`src/rtl/perceptron_sequencer.sv`:
```
// Feeds stored 5x5 binary patterns one at a time into a perceptron classifier,
// collects one verdict per pattern and keeps per-class tallies for the batch.
module perceptron_sequencer #(
    parameter int unsigned WIDTH   = 25,
    parameter int unsigned DEPTH   = 8,
    parameter int unsigned TIMEOUT = 100,
    localparam int unsigned IDX_W  = (DEPTH > 1) ? $clog2(DEPTH) : 1,
    localparam int unsigned CNT_W  = $clog2(DEPTH + 1),
    localparam int unsigned ACC_W  = $clog2(WIDTH)
) (
    input  logic             clk_i,
    input  logic             rst_ni,
    input  logic             wr_en_i,
    input  logic [IDX_W-1:0] wr_addr_i,
    input  logic [WIDTH-1:0] wr_data_i,
    input  logic             start_i,
    input  logic [CNT_W-1:0] num_patterns_i,
    input  logic             abort_i,
    output logic             busy_o,
    output logic             done_o,
    output logic [WIDTH-1:0] p_in_o,
    output logic             p_en_o,
    input  logic             p_ready_i,
    input  logic [1:0]       p_out_i,
    input  logic [ACC_W-1:0] p_acc_i,
    output logic             res_valid_o,
    output logic [IDX_W-1:0] res_idx_o,
    output logic [1:0]       res_class_o,
    output logic [ACC_W-1:0] res_acc_o,
    output logic             res_timeout_o,
    output logic [CNT_W-1:0] cross_cnt_o,
    output logic [CNT_W-1:0] circle_cnt_o,
    output logic [CNT_W-1:0] err_cnt_o
);

    localparam int unsigned WAIT_W = $clog2(TIMEOUT);
    localparam logic [CNT_W-1:0]  DepthCnt  = CNT_W'(DEPTH);
    localparam logic [CNT_W-1:0]  CntOne    = CNT_W'(1);
    localparam logic [IDX_W-1:0]  IdxOne    = IDX_W'(1);
    localparam logic [WAIT_W-1:0] WaitOne   = WAIT_W'(1);
    localparam logic [WAIT_W-1:0] WaitLast  = WAIT_W'(TIMEOUT - 1);
    localparam logic [1:0]        ClsCross  = 2'b11;
    localparam logic [1:0]        ClsCircle = 2'b10;

    typedef enum logic [2:0] {StIdle, StFetch, StRun, StCapture, StDone} state_e;

    state_e             state_q, state_d;
    logic [IDX_W-1:0]   idx_q, idx_d;
    logic [CNT_W-1:0]   num_q, num_d;
    logic [WAIT_W-1:0]  wait_q, wait_d;
    logic [WIDTH-1:0]   p_in_q, p_in_d;
    logic [IDX_W-1:0]   res_idx_q, res_idx_d;
    logic [1:0]         res_class_q, res_class_d;
    logic [ACC_W-1:0]   res_acc_q, res_acc_d;
    logic               res_timeout_q, res_timeout_d;
    logic [CNT_W-1:0]   cross_q, cross_d;
    logic [CNT_W-1:0]   circle_q, circle_d;
    logic [CNT_W-1:0]   err_q, err_d;
    logic               busy_q, done_q, p_en_q, res_valid_q;

    // Pattern buffer is deliberately left out of reset.
    logic [WIDTH-1:0]   pat_q [DEPTH];

    logic [CNT_W-1:0]   n_clamped;
    logic [CNT_W-1:0]   idx_next_cnt;

    assign n_clamped    = (num_patterns_i > DepthCnt) ? DepthCnt : num_patterns_i;
    assign idx_next_cnt = CNT_W'(idx_q) + CntOne;

    always_ff @(posedge clk_i) begin
        if (wr_en_i && (state_q == StIdle)) begin
            pat_q[wr_addr_i] <= wr_data_i;
        end
    end

    always_comb begin
        state_d       = state_q;
        idx_d         = idx_q;
        num_d         = num_q;
        wait_d        = wait_q;
        p_in_d        = p_in_q;
        res_idx_d     = res_idx_q;
        res_class_d   = res_class_q;
        res_acc_d     = res_acc_q;
        res_timeout_d = res_timeout_q;
        cross_d       = cross_q;
        circle_d      = circle_q;
        err_d         = err_q;

        unique case (state_q)
            StIdle: begin
                if (start_i) begin
                    num_d    = n_clamped;
                    idx_d    = '0;
                    cross_d  = '0;
                    circle_d = '0;
                    err_d    = '0;
                    state_d  = (n_clamped == '0) ? StDone : StFetch;
                end
            end
            StFetch: begin
                p_in_d  = pat_q[idx_q];
                wait_d  = '0;
                state_d = StRun;
            end
            StRun: begin
                // A ready arriving on the last allowed cycle still wins over the timeout.
                if (p_ready_i) begin
                    res_idx_d     = idx_q;
                    res_class_d   = p_out_i;
                    res_acc_d     = p_acc_i;
                    res_timeout_d = 1'b0;
                    state_d       = StCapture;
                end else if (wait_q == WaitLast) begin
                    res_idx_d     = idx_q;
                    res_class_d   = 2'b00;
                    res_acc_d     = '0;
                    res_timeout_d = 1'b1;
                    state_d       = StCapture;
                end else begin
                    wait_d = wait_q + WaitOne;
                end
            end
            StCapture: begin
                if (!res_timeout_q && (res_class_q == ClsCross)) begin
                    cross_d = cross_q + CntOne;
                end else if (!res_timeout_q && (res_class_q == ClsCircle)) begin
                    circle_d = circle_q + CntOne;
                end else begin
                    err_d = err_q + CntOne;
                end
                if (idx_next_cnt < num_q) begin
                    idx_d   = idx_q + IdxOne;
                    state_d = StFetch;
                end else begin
                    state_d = StDone;
                end
            end
            StDone: begin
                state_d = StIdle;
            end
            default: begin
                state_d = StIdle;
            end
        endcase

        // Abort discards any in-flight result and leaves the tallies untouched.
        if (abort_i && (state_q != StIdle)) begin
            state_d       = StIdle;
            res_idx_d     = res_idx_q;
            res_class_d   = res_class_q;
            res_acc_d     = res_acc_q;
            res_timeout_d = res_timeout_q;
            cross_d       = cross_q;
            circle_d      = circle_q;
            err_d         = err_q;
        end
    end

    always_ff @(posedge clk_i or negedge rst_ni) begin
        if (!rst_ni) begin
            state_q       <= StIdle;
            idx_q         <= '0;
            num_q         <= '0;
            wait_q        <= '0;
            p_in_q        <= '0;
            res_idx_q     <= '0;
            res_class_q   <= '0;
            res_acc_q     <= '0;
            res_timeout_q <= 1'b0;
            cross_q       <= '0;
            circle_q      <= '0;
            err_q         <= '0;
            busy_q        <= 1'b0;
            done_q        <= 1'b0;
            p_en_q        <= 1'b0;
            res_valid_q   <= 1'b0;
        end else begin
            state_q       <= state_d;
            idx_q         <= idx_d;
            num_q         <= num_d;
            wait_q        <= wait_d;
            p_in_q        <= p_in_d;
            res_idx_q     <= res_idx_d;
            res_class_q   <= res_class_d;
            res_acc_q     <= res_acc_d;
            res_timeout_q <= res_timeout_d;
            cross_q       <= cross_d;
            circle_q      <= circle_d;
            err_q         <= err_d;
            busy_q        <= (state_d != StIdle);
            done_q        <= (state_d == StDone);
            p_en_q        <= (state_d == StRun);
            res_valid_q   <= (state_d == StCapture);
        end
    end

    assign busy_o        = busy_q;
    assign done_o        = done_q;
    assign p_in_o        = p_in_q;
    assign p_en_o        = p_en_q;
    assign res_valid_o   = res_valid_q;
    assign res_idx_o     = res_idx_q;
    assign res_class_o   = res_class_q;
    assign res_acc_o     = res_acc_q;
    assign res_timeout_o = res_timeout_q;
    assign cross_cnt_o   = cross_q;
    assign circle_cnt_o  = circle_q;
    assign err_cnt_o     = err_q;

endmodule

```
`config.mk`:
```
export PLATFORM = sky130hd
export DESIGN_NAME = perceptron_sequencer
export DESIGN_NICKNAME = d
export VERILOG_FILES = /design/src/rtl/perceptron_sequencer.sv
export SDC_FILE = /design/constraint.sdc
export NUM_CORES = 1
export LEC_CHECK = 0
export ABC_AREA = 1
export ABC_CLOCK_PERIOD_IN_PS = 3360
export BUFFER_PORTS_ARGS = -buffer_cell sky130_fd_sc_hd__buf_4
export CAP_MARGIN = 20
export CORE_MARGIN = 3
export CORE_UTILIZATION = 59
export CTS_CLUSTER_DIAMETER = 50
export DETAILED_ROUTE_END_ITERATION = 6
export GPL_TIMING_DRIVEN = 0
export PLACE_DENSITY = 0.87
export SYNTH_ARGS = -nofsm -noshare
export SYNTH_HDL_FRONTEND = slang
export SYNTH_SLANG_ARGS = --single-unit
```
`constraint.sdc`:
```
create_clock -name clk_i -period 3.36 [get_ports clk_i]
set_clock_uncertainty 0.1 [all_clocks]
set_input_delay 0.672 -clock clk_i [delete_from_list [all_inputs] [get_ports clk_i]]
set_output_delay 0.672 -clock clk_i [all_outputs]
set_load 0.01 [all_outputs]
```
==> run metrics, run 1 <==
number of enable-type register cells in the synthesized netlist=200; total area of multi-input combinational cells=~2800 µm²; half-perimeter wire length after placement=between 15,000 and 20,000 µm; clock buffer count from CTS=26; total number of placement rows=just under 50; vertical die dimension=142 µm; CTS Sinks=269; routability congestion estimate from global placement=roughly 0.8; post-route worst hold slack=about 190 ps; proportion of power drawn by flip-flops and latches=44.6%; layout cell share with drive strength beyond 1=about 17%; cell with the most instances after synthesis=edfxtp_1; type of element launching the critical path=flop; top cell types by occurrence after synthesis=200 x edfxtp_1, 132 x nand2_1, 126 x nor2_1; clock root buffer=clkbuf_16; CTS H-Tree Depth=1; post-synthesis instance area=~11,000 µm²; run status=completed; share of total power in the clock network=between 20% and 30%; clock slew seen by the registers of the worst setup and hold paths=roughly 60 ps; worst-case vdd ir drop=0.000516 V; count of endpoints failing setup in the final report=0; total overflow reported by the global router=0; # resized after CTS=0; Max-Slew Margin vs Limit=about a third; R2R Setup Slk=~400 ps; startpoint of the most critical register-to-register path=idx_q[2]; full die area=~20,000 µm²; Syn Nets=about 990; Leak=slightly above 5 nW; Detailed Route WL=between 20,000 and 30,000 µm; synthesis-to-finish area growth=17.0%; CP Capture Type=flop; Final Net Count=around 1,100; class of the worst hold path=input pin to asynchronous set/reset pin; # hold bufs at CTS=0; number of slew-limit violations in the final report=0; sequential area share after synthesis=a little over two thirds; number of standard cells after synthesis=between 900 and 1,000; first-pass GRT wire length=between 40,000 and 50,000 µm; maximum count of clock buffers along a single path=3; share of the synthesized area in the top cell type=54.8%; initial antenna violation count=0; Starting Density=slightly above 60%; most area-hungry cell type in the Yosys netlist=edfxtp_1; cell types with the largest area share after synthesis=edfxtp_1 55%, dfrtp_1 16%, o21ai_0 5.6%; hold violation total from the final report=0; switch share=between 30% and 40%; flip-flop and latch area=just under 8000 µm²; DR vias=around 7,900; 1st-iter DRT viols=1,001; end of the worst register-to-register path=idx_q[2]; pin count of the biggest net entering global routing=70; RSZ-0062 raised after global routing=false; kind of critical path=flop to flop; number of setup buffers added after CTS=0; final period utilization=88.1%; first-pass detailed-route iteration total=6; remaining number of nets flagged by the antenna check after routing=0; combinational power share=26.0%; Critical Path RT=roughly 3600 ps; number of global-route vias before repair=8,000; clock period minus worst slack=just under 3000 ps; average routed wire per standard cell=roughly 21 µm; clock insertion delay at the later pin of the skew report=520 ps; total global routing track utilization=between 20% and 30%; min setup slack post-route=398 ps; clock tree from TritonCTS=built; cell area power density=between 700 and 800 nW/µm²; async set or reset register ratio after synthesis=25.7%; count of filler cells inserted in the layout=between 1,000 and 1,500; antenna diode instance count=0; Net Sw Power=roughly 3.0 mW; highest fanout seen on the critical path=10; Placeable Area=about 18,000 µm²; horizontal die dimension=142 µm; vias per std cell=approximately 6.1; Place WS=around 460 ps; total power consumption of the routed design=9.39 mW; slew at the pin with the worst max-slew slack=982 ps; residual DRC count=0; cell count of the worst reg-to-reg path=9; post-synthesis sequential element count=between 200 and 300; Critical Path AT=between 3000 and 4000 ps; final total negative setup slack=0 ps; count of unique library cells instantiated by Yosys=37; Port Buf Inserts=between 90 and 100; max-cap violation count=0; Mapped Avg Cell Area=roughly 12 µm²; IO Count=between 90 and 100; Syn. warnings=0; cell internal power dissipation=about 6.4 mW; maximum frequency from static timing analysis=roughly 0.34 GHz; top flip-flop cell by instance count after synthesis=edfxtp_1
metal layers:
layer / up-vias / track usage, % / part of all wire (%)
li1: 3511 / - / -
met5: - / 0 / 0
met1: 3787 / 36.8 / 36
met3: 78 / 3.97 / 12
met2: 568 / 46.6 / 49
met4: 0 / 10.6 / 3.4
sequential cells by signal, summed over array words and instances, names as in the netlist:
signal	cells
busy_o	1
circle_cnt_o	4
cross_cnt_o	4
done_o	1
err_cnt_o	4
idx_q	3
num_q	4
p_en_o	1
p_in_o	25
pat_q	200
res_acc_o	5
res_class_o	2
res_idx_o	3
res_timeout_o	1
res_valid_o	1
state_q	3
wait_q	7
how the worst max path moves through the flow:
stage / start / endpoint / slack [ps]
6_report: idx_q[2] / idx_q[2] / 400
5_1_grt: idx_q[2] / busy_o / 200
4_1_cts: idx_q[2] / idx_q[2] / 470
3_5_place_dp: idx_q[2] / idx_q[2] / 460
3_3_place_gp: wr_en_i / pat_q[3][16] / -240
2_1_floorplan: wr_en_i / pat_q[0][0] / 860
logic make-up after synthesis:
| logic type | synth area share (%) |
|---|---|
| AOI/OAI and AO/OA | 11.2 |
| DFF | 70.6 |
| adders and majority gates | 0.914 |
| and+or+nand+nor | 12.2 |
| xor gates and xnor gates | 0.560 |
| buffers and inverters | 4.45 |
cells in the final DEF, fill, tap and decap left out, types with 4 or more instances in the layout:
cell,synthesis,final
a21oi_1,28,28
buf_2,12,12
buf_4,6,101
clkbuf_1,22,31
clkbuf_16,0,27
clkinv_2,0,4
dfrtp_1,69,69
edfxtp_1,200,200
ha_1,8,8
inv_1,59,59
inv_2,5,5
nand2_1,132,132
nand3_1,44,44
nor2_1,126,118
nor2_4,1,9
o211ai_1,50,50
o21ai_0,123,123
o21ai_1,8,8
or2_2,4,4
xor2_1,6,6
cell type report:
type	instances	share of cell area, %
clock inverter	8	0.361
sequential	269	60.3
tap	229	2.24
clock buffer	40	5.92
inverter	66	1.95
timing repair buffer	95	5.56
multi-input combinational	553	21.8
buffer	47	1.85
worst max-delay path, cell delays in order (launching register included):
cell,delay [ps]
dfrtp_1,330
buf_2,270
clkinv_1,390
clkbuf_1,410
nor3_1,310
ha_1,290
a21oi_1,230
nand3_1,230
nand2_1,160
o22ai_1,80
through the flow:
stage,cells,utilization [%],instance area [µm²]
CTS,1307,70.9,12800
floorplan,935,-,11000
finish,1307,70.9,12800
detailed placement,1259,66.4,12000
global placement,1259,66.1,12000
global route,1307,70.9,12800
power groups by stage:
stage,sequential [mW],clock (mW),combinational [mW]
2_1_floorplan,4.31,0,1.28
3_3_place_gp,4.22,0,2.28
3_5_place_dp,4.24,0,2.40
4_1_cts,4.18,2.77,2.44
5_1_grt,4.22,2.93,2.69
6_report,4.19,2.77,2.44
(Power assumes the default switching activity.)
==> run 2: changes to the inputs <==
--- a/config.mk
+++ b/config.mk
@@ -10,11 +10,12 @@
 export BUFFER_PORTS_ARGS = -buffer_cell sky130_fd_sc_hd__buf_4
 export CAP_MARGIN = 20
 export CORE_MARGIN = 3
-export CORE_UTILIZATION = 59
+export CORE_UTILIZATION = 62
+export CTS_BUF_LIST = sky130_fd_sc_hd__clkbuf_4
 export CTS_CLUSTER_DIAMETER = 50
 export DETAILED_ROUTE_END_ITERATION = 6
 export GPL_TIMING_DRIVEN = 0
-export PLACE_DENSITY = 0.87
+export PLACE_DENSITY = 0.91
 export SYNTH_ARGS = -nofsm -noshare
 export SYNTH_HDL_FRONTEND = slang
 export SYNTH_SLANG_ARGS = --single-unit
==> run 2 against run 1 <==
  * Non-clock buffer count is 1 higher
  * Global-route usage is 2.1 points higher
  * Register-to-register slack worse by 100 ps
  * Count of clock-buffer cells in the layout is 66 higher
  * Combinational power is 2% higher
  * Sequential share of layout area is 0.39 points lower
  * Clock power is 2% higher
  * Maximum frequency is 3.4% lower
  * Die area is 4.6% lower
==> run metrics, run 2 (same netlist as run 1, synthesis figures left out) <==
antenna diode instance count=0 (unchanged); cell area power density=737 nW/µm² (+0.59%); vias per std cell=6.14 (+1.0%); total global routing track utilization=29.7% (+2.1 points); highest fanout seen on the critical path=10 (unchanged); RSZ-0062 raised after global routing=false; average routed wire per standard cell=20.9 µm (-1.3%); Critical Path AT=3570 ps (+340 ps); type of element launching the critical path=flop; number of setup buffers added after CTS=0 (unchanged); Cell Count Post-Placement=1,251 (-0.64%); vertical die dimension=139 µm (-2.3%); # resized after CTS=0 (unchanged); most frequent standard cell in the layout excluding fill and tap cells=edfxtp_1; count of endpoints failing setup in the final report=0 (unchanged); CP Capture Type=flop; Leak=5.21 nW (+3.0%); initial antenna violation count=0 (unchanged); Final Net Count=1,153 (+3.8%); maximum frequency from static timing analysis=0.326 GHz (-3.4%); Critical Path RT=3860 ps (+230 ps); IO Count=97 (unchanged); pin count of the biggest net entering global routing=70 (unchanged); first-pass GRT wire length=44,700 µm (+3.7%); number of global-route vias before repair=8,440 (+5.5%); full die area=19,300 µm² (-4.6%); Placeable Area=16,900 µm² (-6.4%); clock insertion delay at the later pin of the skew report=700 ps (+180 ps); commonest non-fill, non-tap cells in the layout=200 x edfxtp_1, 132 x nand2_1, 123 x o21ai_0; 1st-iter DRT viols=1,027 (+2.6%); horizontal die dimension=139 µm (-2.3%); clock tree from TritonCTS=built; maximum count of clock buffers along a single path=3 (unchanged); total number of placement rows=47 (-4.1%); residual DRC count=0 (unchanged); largest reg by FF count=pat_q; remaining number of nets flagged by the antenna check after routing=0 (unchanged); hold violation total from the final report=0 (unchanged); synthesis-to-finish area growth=17.8%; final cell count without fillers=1,375 (+5.2%); total power consumption of the routed design=9.51 mW (+1.2%); final period utilization=91.2% (+3.1 points); clock slew seen by the registers of the worst setup and hold paths=70 ps (about the same); CTS H-Tree Depth=3 (+2); # hold bufs at CTS=0 (unchanged); clock buffer count from CTS=67 (+160%); CTS Sinks=269 (unchanged); max-cap violation count=0 (unchanged); total overflow reported by the global router=0 (unchanged); DR vias=8,441 (+6.3%); first-pass detailed-route iteration total=6 (unchanged); clock period minus worst slack=3060 ps (+103 ps); class of the worst hold path=input pin to asynchronous set/reset pin; Detailed Route WL=28,800 µm (+3.9%); Port Buf Inserts=95 (unchanged); half-perimeter wire length after placement=17,000 µm (-0.12%); kind of critical path=flop to flop; slew at the pin with the worst max-slew slack=978 ps (-4.23 ps); number of slew-limit violations in the final report=0 (unchanged); layout cell share with drive strength beyond 1=22.8% (+5.3 points); routability congestion estimate from global placement=0.824 (+3.9%); final total negative setup slack=0 ps (unchanged); Starting Density=64.7% (+4.1 points); worst-case vdd ir drop=0.000427 V (-17%); clock root buffer=clkbuf_4; max FFs per register=200 (unchanged); run status=completed; Max-Slew Margin vs Limit=34.7% (+0.28 points)
-- run 2: final cells by class --
type                            instances  area, µm²
Fill cell                            1014       4030
Inverter                               66        250
Sequential cell                       269       7730
Clock buffer                          106        796
Buffer                                 47        238
Multi-Input combinational cell        553       2790
Timing Repair Buffer                   96        728
Clock inverter                         18       93.8
Tap cell                              220        275
-- run 2: critical path, stage by stage, from the launching register on --
cell and delay, ps:
dfrtp_1 330, buf_2 290, clkinv_1 460, clkbuf_1 480, nor3_1 330, ha_1 290, a21oi_1 200, nand3_1 190
nand3_1 150, nand2_1 90, nand3_1 90
-- run 2: final timing paths --
kind / from / end / slack [ps] / cells after the start
max: idx_q[2] / busy_o / 300 / 10
min: rst_ni / p_in_o[9] / 30 / 1
max reg2reg: idx_q[2] / busy_o / 300 / 10
min reg2reg: p_in_o[9] / p_in_o[9] / 380 / 2
max in group asynchronous: rst_ni / p_in_o[22] / 2510 / 1
min in group clk_i: wr_data_i[23] / pat_q[4][23] / 110 / 1
-- run 2: stage by stage --
step | utilization, % | area [µm²] | hold slack (ps) | worst slack, ps
final | 76.2 | 12900 | 32.6 | 295
after global routing | 76.2 | 12900 | 92.4 | 105
after floorplan | - | 11000 | 276 | 861
after global placement | 70.5 | 11900 | 366 | -309
after CTS | 76.2 | 12900 | 57.4 | 423
after detailed placement | 70.9 | 12000 | 368 | 467
-- run 2: metal layers --
| layer | GRT usage, % | part of all wire, % |
|---|---|---|
| met5 | 0 | 0 |
| met4 | 14.5 | 4.2 |
| met3 | 8.55 | 12 |
| met2 | 48.3 | 48 |
| met1 | 37.0 | 35 |
-- run 2: report_power, final --
| group | total, mW | switching [mW] | internal (mW) |
|---|---|---|---|
| registers | 4.19 | 0.221 | 3.96 |
| logic | 2.50 | 1.65 | 0.859 |
| clock network | 2.82 | 1.31 | 1.51 |
| total | 9.51 | 3.17 | 6.34 |
==> run 3: changes to the inputs <==
--- a/config.mk
+++ b/config.mk
@@ -7,7 +7,7 @@
 export LEC_CHECK = 0
 export ABC_AREA = 1
 export ABC_CLOCK_PERIOD_IN_PS = 3360
-export BUFFER_PORTS_ARGS = -buffer_cell sky130_fd_sc_hd__buf_4
+export BUFFER_PORTS_ARGS = -buffer_cell sky130_fd_sc_hd__buf_2
 export CAP_MARGIN = 20
 export CORE_MARGIN = 3
 export CORE_UTILIZATION = 62
==> run 3 against run 2 <==
  * First-iteration DRC count is 12% higher
  * Critical endpoint is now idx_q[2]
  * Core utilization is 0.81 points lower
  * Flip-flop and latch count stayed put
  * Global-route usage is 0.73 points lower
  * Design area is 1.1% lower
  * Critical path depth is 1 lower
  * Sequential power hardly changed
  * Total power is 0.15% higher
  * Combinational power is 6% lower
  * Maximum frequency is 2.7% higher
  * Register-to-register slack better by 80 ps
  * Via count is 0.86% lower
==> run metrics, run 3 (same netlist as run 1, synthesis figures left out) <==
startpoint of the most critical register-to-register path=idx_q[2]; number of cells on the critical path=9 (-1); average routed wire per standard cell=20.7 µm (-0.99%); Critical Path AT=3370 ps (-200 ps); first-pass detailed-route iteration total=6 (unchanged); Port Buf Inserts=95 (unchanged); # resized after CTS=0 (unchanged); slew at the pin with the worst max-slew slack=1010 ps (+34.0 ps); Starting Density=64.7% (unchanged); most frequent standard cell in the layout excluding fill and tap cells=edfxtp_1; initial antenna violation count=2 (+2); kind of critical path=flop to flop; list of cells traversed by the critical path=buf_2 > clkinv_1 > clkbuf_1 > nor3_1 > ha_1 > a21oi_1 > nand3_1 > nand2_1 > o22ai_1; end of the worst register-to-register path=idx_q[2]; flip-flop and latch area=7730 µm² (unchanged); routability congestion estimate from global placement=0.825 (+0.13%); clock tree from TritonCTS=built; Max-Slew Margin vs Limit=32.4% (-2.3 points); layout cell share with drive strength beyond 1=22.8% (+0.047 points); IO Count=97 (unchanged); half-perimeter wire length after placement=16,600 µm (-2.2%); vertical die dimension=139 µm (unchanged); cell area power density=746 nW/µm² (+1.2%); Cell Count Post-Placement=1,252 (+0.080%); first-pass GRT wire length=43,500 µm (-2.5%); cell count of the worst reg-to-reg path=9 (-1); hold violation total from the final report=0 (unchanged); max FFs per register=200 (unchanged); delay of the slowest critical-path stage=480 ps (about the same); family of cells with the greatest summed delay on the critical path=buffers and inverters; count of filler cells inserted in the layout=1,015 (+0.099%); max-cap violation count=0 (unchanged); final period utilization=88.8% (-2.4 points); Detailed Route WL=28,600 µm (-0.77%); fraction of the core area covered by cells at the end of the flow=75.4% (-0.81 points); buffers and inverters on the worst path=3 (unchanged); CTS Sinks=269 (unchanged); cell depth of the worst min-delay path=3; residual DRC count=0 (unchanged); total power consumption of the routed design=9.53 mW (+0.15%); clock period minus worst slack=2980 ps (-80.6 ps); worst-case vdd ir drop=0.000522 V (+22%); Crit-path slowest cell=clkbuf_1; clock slew seen by the registers of the worst setup and hold paths=70 ps (about the same); vias per std cell=6.07 (-1.1%); # hold bufs at CTS=1 (+1); endpoint of the worst hold-timing path=res_class_o[1]; clock root buffer=clkbuf_4; 1st-iter DRT viols=1,146 (+12%); total number of placement rows=47 (unchanged); type of element launching the critical path=flop; maximum count of clock buffers along a single path=3 (unchanged); remaining number of nets flagged by the antenna check after routing=0 (unchanged); synthesis-to-finish area growth=16.5%; number of setup buffers added after CTS=0 (unchanged); clock buffer count from CTS=68 (+1.5%); full die area=19,300 µm² (unchanged); hold_sp=p_out_i[1]; number of global-route vias before repair=8,282 (-1.9%); total overflow reported by the global router=0 (unchanged); Leak=5.19 nW (-0.42%); R2R Setup Slk=380 ps (+80 ps); final cell count without fillers=1,378 (+0.22%); total global routing track utilization=29.0% (-0.73 points); post-route worst hold slack=122 ps (+89.2 ps); class of the worst hold path=input pin to flop; Placeable Area=16,900 µm² (unchanged); largest reg by FF count=pat_q; clock insertion delay at the later pin of the skew report=680 ps (-20 ps); CTS H-Tree Depth=3 (unchanged); total area of multi-input combinational cells=2790 µm² (unchanged); Final Net Count=1,156 (+0.26%); number of slew-limit violations in the final report=0 (unchanged); final total negative setup slack=0 ps (unchanged); Critical Path RT=3740 ps (-120 ps); DR vias=8,368 (-0.86%); pin count of the biggest net entering global routing=57 (-19%); run status=completed; horizontal die dimension=139 µm (unchanged); maximum frequency from static timing analysis=0.335 GHz (+2.7%); CP Capture Type=flop; highest fanout seen on the critical path=10 (unchanged); commonest non-fill, non-tap cells in the layout=200 x edfxtp_1, 132 x nand2_1, 123 x o21ai_0; count of endpoints failing setup in the final report=0 (unchanged); RSZ-0062 raised after global routing=false
-- run 3: per-layer routing --
| layer | track usage, % | wire, µm | vias to the layer above |
|---|---|---|---|
| met2 | 46.7 | 13700 | 678 |
| li1 | - | - | 3655 |
| met1 | 35.7 | 10100 | 3898 |
| met5 | 0 | 13 | - |
| met3 | 9.34 | 3590 | 135 |
| met4 | 14.2 | 1140 | 2 |
-- run 3: worst register-to-register path: stages (launching register included) --
cell and delay [ps]:
dfrtp_1 310, buf_2 250, clkinv_1 440, clkbuf_1 480
nor3_1 320, ha_1 290, a21oi_1 190, nand3_1 180
nand2_1 170, o22ai_1 90
-- run 3: layout make-up --
type                    count  area share (%)
flip-flops and latches    269            60.6
clock buffers             105            6.17
well taps                 220            2.16
multi-input cells         553            21.8
diodes                      1          0.0196
plain buffers              47            1.86
repair buffers             98            4.16
clock inverters            19            1.25
inverters                  66            1.96
-- run 3: worst max path at each step --
stage	from	endpoint	slack [ps]
2_1_floorplan	wr_en_i	pat_q[0][0]	860
3_3_place_gp	wr_en_i	pat_q[3][15]	-320
3_5_place_dp	idx_q[2]	idx_q[2]	520
4_1_cts	idx_q[2]	idx_q[2]	520
5_1_grt	idx_q[2]	idx_q[2]	180
6_report	idx_q[2]	idx_q[2]	380
-- run 3: report_power, final --
group | internal, mW | switching [mW] | total, mW
Sequential | 3.96 | 0.205 | 4.17
Combinational | 0.732 | 1.63 | 2.36
Clock | 1.66 | 1.33 | 2.99
Total | 6.36 | 3.17 | 9.53
-- run 3: metrics by stage --
step,cell area (µm²),setup slack [ps]
CTS,12800,523
global route,12800,181
floorplan,11000,861
global placement,11700,-317
detailed placement,11800,518
finish,12800,376
